### config.mk
export PLATFORM = sky130hd
export DESIGN_NAME = logic_not_gate
export DESIGN_NICKNAME = d
export VERILOG_FILES = /design/src/rtl/logic_not_gate.sv
export SDC_FILE = /design/constraint.sdc
export NUM_CORES = 1
export LEC_CHECK = 0
export CORE_AREA = 2 2 40 42
export DETAILED_ROUTE_END_ITERATION = 10
export DIE_AREA = 0 0 42 44
export PLACE_DENSITY = 0.68
export SLEW_MARGIN = 20
export SYNTH_ARGS = -nofsm -noshare
export SYNTH_HDL_FRONTEND = slang
export SYNTH_SLANG_ARGS = --single-unit
### constraint.sdc
create_clock -name clk -period 1.44 [get_ports clk]
set_clock_uncertainty 0.05 [all_clocks]
set_input_delay 0.288 -clock clk [delete_from_list [all_inputs] [get_ports clk]]
set_output_delay 0.288 -clock clk [all_outputs]
set_load 0.05 [all_outputs]
### src/rtl/logic_not_gate.sv
// logic_not_gate: bitwise inverter with registered copy, valid flag, saturating activity counter; optional chk_err via LOGIC_NOT_CHECK_EN (ports clk rst A en -> Y Y_q valid_q act_cnt [chk_err])
module logic_not_gate #(
  parameter int WIDTH = 1,
  parameter int CNT_W = 8
) (
  input  logic             clk,
  input  logic             rst,
  input  logic [WIDTH-1:0] A,
  input  logic             en,
  output logic [WIDTH-1:0] Y,
  output logic [WIDTH-1:0] Y_q,
  output logic             valid_q,
  output logic [CNT_W-1:0] act_cnt
`ifdef LOGIC_NOT_CHECK_EN
  ,
  output logic             chk_err
`else
`endif
);
  logic [WIDTH-1:0] a_prev;
  assign Y = ~A;
  always_ff @(posedge clk or posedge rst)
    if (rst) begin
      Y_q     <= {WIDTH{1'b1}};
      valid_q <= 1'b0;
      a_prev  <= '0;
      act_cnt <= '0;
    end else if (en) begin
      Y_q     <= ~A;
      valid_q <= 1'b1;
      a_prev  <= A;
      act_cnt <= (A != a_prev && act_cnt != {CNT_W{1'b1}}) ? act_cnt + CNT_W'(1) : act_cnt;
    end
`ifdef LOGIC_NOT_CHECK_EN
  always_ff @(posedge clk or posedge rst)
    if (rst) chk_err <= 1'b0;
    else if (valid_q && |(Y_q ^ ~a_prev)) chk_err <= 1'b1;
`else
`endif
endmodule

### After elaboration in Yosys (flattened, before gate mapping)

Cells that the tools add are included.

* add/subtract/negate cells: 1
* equal/unequal tests: 2
* bitwise gates (word level): 1
* reductions and logical operators: 2

Operator list (count)
* 8-bit by 1-bit adder with 8-bit output, second input constant: 1
* 8-bit != test, second input constant: 1
* 2-bit AND reduction: 1
* 1-bit logical AND: 1
* 1-bit != test: 1
* 1-bit NOT: 1

* flip-flop bits (word level): 11
* bits of input ports: 4
* output and inout port bits: 11
* word-level logic and storage cells: 10

### Depth between registers and ports, before layout

Gate-level depths: netlist (run 1).

* depth after elaboration: 3
* gate-level depth with buffers: 5
* depth with buffers taken out: 5

### Worst setup path after synthesis (run 1)

OpenSTA, ideal clock, no wires.

* kind: register to register
* start: register act_cnt[3]
* end: register act_cnt[1]
* library setup time: 125 ps
* data arrival time: 1650 ps
* data required time: 1265 ps
* path slack: -385 ps
* stages on the path, launching flop included: 5
* buffers on the path: 0
* clock period less this slack: 1825 ps
* path through: dfrtp_1 -> and4_2 -> nand4_1 -> nand3b_1 -> mux2_4

* word-level cells in the longest chain between the ends: 3

RTL lines
* start, declared: line 13 `output logic [CNT_W-1:0] act_cnt`
* start signal, assigned: line 32 `act_cnt <= (A != a_prev && act_cnt != {CNT_W{1'b1}}) ? act_cnt + CNT_W'(1) : act_cnt;`
* 8-bit != test: line 32
* 1-bit logical AND: line 32
* 2-bit AND reduction (no line)

Every way passes these cells.
A chain may end at the register's enable or synchronous reset.

### Worst setup path after layout (run 1)

* start: register act_cnt[0]
* end: register act_cnt[1]

* word-level cells in the longest chain between the ends: 3
* elaborated cells between the ends (all ways): 4
* those cells by class: add/sub: 1; eq/ne: 1; reduce/logical: 2

RTL lines
* parallel branches: the longest is 3 deep, another holds 8-bit by 1-bit adder with 8-bit output

Several ways; the timed one is not identified.

==> flow_summary.toml, run 1 <==
[grt]
largest_net_degree_at_the_start_of_global_routing = 12
grt_remaining_overflow = 0
grt_pass1_wl_mm = 2.01
vias_in_the_first_global_route = 464
grt.total_usage = 0.156
number_of_antenna_violations_at_the_first_check_in_global_routing = 0

[synth]
synth_largest_area_cell = "sky130_fd_sc_hd__dfrtp_1"
synth_nets = 50
synth_area_per_cell_um2 = 11.8
synth_edf_count = 0
ys_dominant_reg_cell = "sky130_fd_sc_hd__dfrtp_1"
synth_cell_types = 23
postSynthCellCount = 45
synthTopCellsByArea = "sky130_fd_sc_hd__dfrtp_1 47%, sky130_fd_sc_hd__mux2_4 5.6%, sky130_fd_sc_hd__dfstp_2 4.9%, sky130_fd_sc_hd__mux2_2 4.2%, sky130_fd_sc_hd__nand3_1 3.8%"
yosys_warnings = 0
share_of_synthesized_area_occupied_by_flip_flops_and_latches = 0.519
synth_top_area_share = 0.469
async_sr_flop_fraction = 1.00
post_syn_area_um2 = 533
synth_seq_cells = 11

[timing]
slew_violations = 0
worst_slew_pin_slew_ns = 0.422
grt_setup_unrepaired = "false"
achievable_clock_frequency_ghz = 0.733
final_hold_slack_ns = 0.258
period_share = 0.948
minimum_clock_period_after_layout_ns = 1.36
setup-violations-final = 0
rel_slew_slack = 0.719
worst_slack_ns = 0.0751
final_count_of_hold_timing_violations = 0

[final_layout]
post_route_cells_drive_above_1_share = 0.600
antenna-diode-count = 0
most-common-layout-cells = "12 x sky130_fd_sc_hd__buf_4, 11 x sky130_fd_sc_hd__buf_12, 7 x sky130_fd_sc_hd__dfrtp_2"
area_growth_pct = 77.0
layout_commonest_cell = "sky130_fd_sc_hd__buf_4"
nets = 81

[clocking]
holdBufCountCts = 0
clock_tree_from_tritoncts = "built"
cts-buffers-inserted = 3
cts_max_path_buffers = 2
clkTransAtPathRegs_ns = 0.07
buffers_inserted_during_post_cts_setup_optimization = 0
clock_sink_count = 11
root_buffer_selected_by_cts = "sky130_fd_sc_hd__clkbuf_4"
htree_levels = 1
clk-insertion-delay-late_ns = 0.27

[worst_setup_path]
worst_setup_path_end_kind = "register"
timing.critical_path.arrival_ns = 1.47
worst_path_maximum_fanout = 4
worst_setup_path_start_kind = "register"
criticalPathCategory = "reg2reg"
r2r.worst_path.cells = 4
worst_path_required_time_ns = 1.54

[power_and_ir_drop]
pwr_density_cell_nw_per_um2 = 1970
irDropWorstVdd_mv = 1.07
power.leakage_nw = 0.416

[floorplan]
rows = 14
core_area_um2 = 1420
die_width_um = 42
die_h_um = 44
num_io_pins = 15
dieArea_um2 = 1850
floorplan.initialDensity = 0.376

[placement]
place_congestion = 0.812
dpl.hpwl_um = 904
io_buffer_count = 14
detailedPlace.worstSlack_ns = -0.323

[route]
detailroute.via_count = 457
drtPass1Iterations = 4
routedWlPerCell_um = 12.2
remaining_drc_errors = 0
via_per_inst = 5.02
initialDrtViolationCount = 7
finalWirelength_mm = 1.11
drtAntennaViolNets = 0

[hold_path]
hold_class = "in2async"

[status]
run_status = "complete, no violations"

[run]
max_cap_viol_count = 0
-- path summary, 6_finish.rpt --
check                                   to  slack [ns]       start
min in group clk                   valid_q        0.38          en
worst max-delay path            act_cnt[1]        0.08  act_cnt[0]
max in group asynchronous              Y_q        0.76         rst
worst max register to register  act_cnt[1]        0.08  act_cnt[0]
worst min-delay path               valid_q        0.26         rst
worst min register to register     valid_q        0.49     valid_q
-- flip-flops by register name (all words and copies together) (netlist names) --
name and cells:
act_cnt 8, valid_q 1, Y_q 1, a_prev 1
-- power breakdown --
group / switching [mW] / internal (mW)
logic: 0.552 / 0.569
clock network: 0.103 / 0.107
registers: 0.108 / 0.419
total: 0.763 / 1.09
-- cell usage after synthesis, types with 2 or more instances --
| cell type | instances |
|---|---|
| sky130_fd_sc_hd__nand2_1 | 2 |
| sky130_fd_sc_hd__nor2_1 | 3 |
| sky130_fd_sc_hd__mux2_2 | 2 |
| sky130_fd_sc_hd__nand4_1 | 3 |
| sky130_fd_sc_hd__inv_1 | 2 |
| sky130_fd_sc_hd__dfrtp_1 | 10 |
| sky130_fd_sc_hd__mux2_4 | 2 |
| sky130_fd_sc_hd__a21oi_1 | 2 |
| sky130_fd_sc_hd__nand3_1 | 4 |
| sky130_fd_sc_hd__xnor2_1 | 2 |
-- logic make-up (layout without fill, tap and decap cells) --
logic type / count (synthesis) / in the layout / synth area share
and+or+nand+nor: 19 / 19 / 0.209
DFF: 11 / 11 / 0.519
AOI/OAI and AO/OA: 4 / 4 / 0.0563
xor gates and xnor gates: 4 / 4 / 0.0798
muxes: 4 / 4 / 0.0986
buffers and inverters: 2 / 32 / 0.0141
adders and majority gates: 1 / 1 / 0.0235
-- timing repair --
| item | CTS | global route |
|---|---|---|
| endpoints found under the setup margin | 2 | 2 |
| resized for setup | 1 | 1 |
| pin swaps | 1 | 4 |
-- stage by stage --
step           cell area, um2  setup TNS (ns)   util  power [mW]  std cells
2_1_floorplan             556          -0.176      -        1.06         45
3_3_place_gp              916           -1.59  0.646        1.64         87
3_5_place_dp              916           -1.89  0.646        1.66         87
4_1_cts                   941               0  0.663        1.87         91
5_1_grt                   943               0  0.665        1.95         91
6_report                  943               0  0.665        1.86         91
-- final cells by class --
class	instances	area, um2
Fill cell	112	475
Tap cell	16	20.0
Timing Repair Buffer	26	342
Clock buffer	4	26.3
Sequential cell	11	285
Inverter	2	7.51
Multi-Input combinational cell	32	263
-- layer usage --
metal | vias up | GRT usage | wire (um)
met2 | 14 | 0.241 | 515
met1 | 219 | 0.190 | 502
li1 | 220 | - | -
met5 | - | 0 | 0
met3 | 4 | 0.0250 | 45
met4 | 0 | 0.135 | 43
-- critical path: stages (launching register included) --
cell and delay (ns):
sky130_fd_sc_hd__dfrtp_2 0.46, sky130_fd_sc_hd__ha_4 0.18, sky130_fd_sc_hd__nand4_1 0.12, sky130_fd_sc_hd__nand3b_1 0.13, sky130_fd_sc_hd__mux2_4 0.31
No activity file was read; power rests on OpenSTA's default activity.
==> run 2, diff against run 1 <==
Settings changed: SETUP_SLACK_MARGIN from default to 0.4.
==> flow_summary.toml, run 2 (synthesized netlist as in run 1, its figures left out) <==
[timing]
slew_violations = 0
setup-violations-final = 0
rel_slew_slack = 0.704
final_count_of_hold_timing_violations = 0
grt_setup_unrepaired = "true"
worst_slack_ns = 0.0421
achievable_clock_frequency_ghz = 0.715
minimum_clock_period_after_layout_ns = 1.40
period_share = 0.971
worst_slew_pin_slew_ns = 0.443

[run]
max_cap_viol_count = 0

[placement]
place_inst = 88
detailedPlace.worstSlack_ns = -0.300
place_congestion = 0.821
dpl.hpwl_um = 913
io_buffer_count = 14

[clocking]
htree_levels = 1
cts-buffers-inserted = 3
clk-insertion-delay-late_ns = 0.28
clock_sink_count = 11
root_buffer_selected_by_cts = "sky130_fd_sc_hd__clkbuf_4"
clock_tree_from_tritoncts = "built"
clkTransAtPathRegs_ns = 0.08
cts_max_path_buffers = 2

[floorplan]
dieArea_um2 = 1850
die_h_um = 44
num_io_pins = 15
die_width_um = 42
core_area_um2 = 1420
floorplan.initialDensity = 0.376
rows = 14

[power_and_ir_drop]
power_report.internal_total_mw = 1.28
irDropWorstVdd_mv = 1.11
pwr_density_cell_nw_per_um2 = 1880
netSwitchingPower_uw = 874
swShare = 0.406
power.leakage_nw = 0.501
power_share_of_the_sequential_group = 0.248
share_comb_of_total_power = 0.647
share_clk_of_total_power = 0.105

[route]
routedWlPerCell_um = 14.3
drtAntennaViolNets = 0
finalWirelength_mm = 1.49
drtPass1Iterations = 4
initialDrtViolationCount = 2
remaining_drc_errors = 0
detailroute.via_count = 509
via_per_inst = 4.89

[worst_setup_path]
worst_setup_path_end_kind = "register"
criticalPathCategory = "reg2reg"
worst_setup_path_start_kind = "register"
worst_path_required_time_ns = 1.59
worst_path_maximum_fanout = 3
timing.critical_path.arrival_ns = 1.55

[final_layout]
regArea_um2 = 287
finalNonFillerCells = 104
most-common-layout-cells = "13 x sky130_fd_sc_hd__buf_6, 13 x sky130_fd_sc_hd__buf_4, 11 x sky130_fd_sc_hd__buf_12"
post_route_cells_drive_above_1_share = 0.761
largest_register = "act_cnt"
largest_register_ff_count = 8
antenna-diode-count = 0
fillerInstances = 69
nets = 94
multiInputGateArea_um2 = 322
area_growth_pct = 115

[status]
run_status = "complete, no violations"

[grt]
largest_net_degree_at_the_start_of_global_routing = 12
vias_in_the_first_global_route = 510
grt_pass1_wl_mm = 2.19
number_of_antenna_violations_at_the_first_check_in_global_routing = 0
grt.total_usage = 0.168
grt_remaining_overflow = 0

[hold_path]
hold_class = "in2async"
## run 2: cell count changes in the layout (fill, tap and decap cells not counted), sizes merged
cell / change
buf: +14
dlymetal6s2s: -1
## run 2: power groups by stage
stage	combinational (mW)	sequential (mW)	clock, mW
floorplan	0.223	0.855	0
global placement	1.10	0.548	0
detailed placement	1.11	0.553	0
CTS	1.28	0.535	0.224
global route	1.44	0.549	0.246
finish	1.39	0.534	0.226
## run 2: cell type report
type                       instances  share of cell area
tap                               16              0.0174
timing repair buffer              39               0.421
sequential                        11               0.250
inverter                           2             0.00872
clock buffer                       4              0.0229
multi-input combinational         32               0.280
## run 2: path summary, 6_finish.rpt
kind	start	endpoint	slack (ns)	depth (start not counted)
setup / recovery	act_cnt[3]	act_cnt[4]	0.04	4
hold / removal	rst	a_prev	0.25	2
setup reg to reg	act_cnt[3]	act_cnt[4]	0.04	4
hold reg to reg	valid_q	valid_q	0.47	1
max in group asynchronous	rst	Y_q	0.76	2
min in group clk	A	a_prev	0.33	3
## run 2: routing by layer
metal	global-route usage	share of wire	vias up
met5	0	0	-
met4	0.135	0.031	0
met3	0.0417	0.046	5
met2	0.269	0.49	16
met1	0.192	0.44	240
li1	-	-	248
## run 2: timing repair
| item | CTS | global route |
|---|---|---|
| pin swaps | 9 | 10 |
| hold buffers | 0 | 0 |
| buffers inserted | 11 | 1 |
| resized for setup | 11 | 18 |
| setup endpoints to repair | 22 | 19 |
| hold endpoints to repair | 0 | 0 |
## run 2: critical path, stage by stage (launching register included)
cell,delay (ns)
sky130_fd_sc_hd__dfrtp_2,0.42
sky130_fd_sc_hd__and4_4,0.21
sky130_fd_sc_hd__a211oi_2,0.29
sky130_fd_sc_hd__and3_4,0.23
sky130_fd_sc_hd__xor2_1,0.13
## run 2: through the flow
| step | util | TNS, ns | hold slack [ns] | instance area (um2) | power, mW |
|---|---|---|---|---|---|
| 3_5_place_dp | 0.657 | -1.81 | 0.453 | 932 | 1.66 |
| 6_report | 0.809 | 0 | 0.251 | 1150 | 2.15 |
| 3_3_place_gp | 0.657 | -1.51 | 0.452 | 932 | 1.64 |
| 5_1_grt | 0.809 | -0.0311 | 0.298 | 1150 | 2.24 |
| 2_1_floorplan | - | -0.173 | 0.0892 | 564 | 1.08 |
| 4_1_cts | 0.758 | 0 | 0.255 | 1080 | 2.04 |
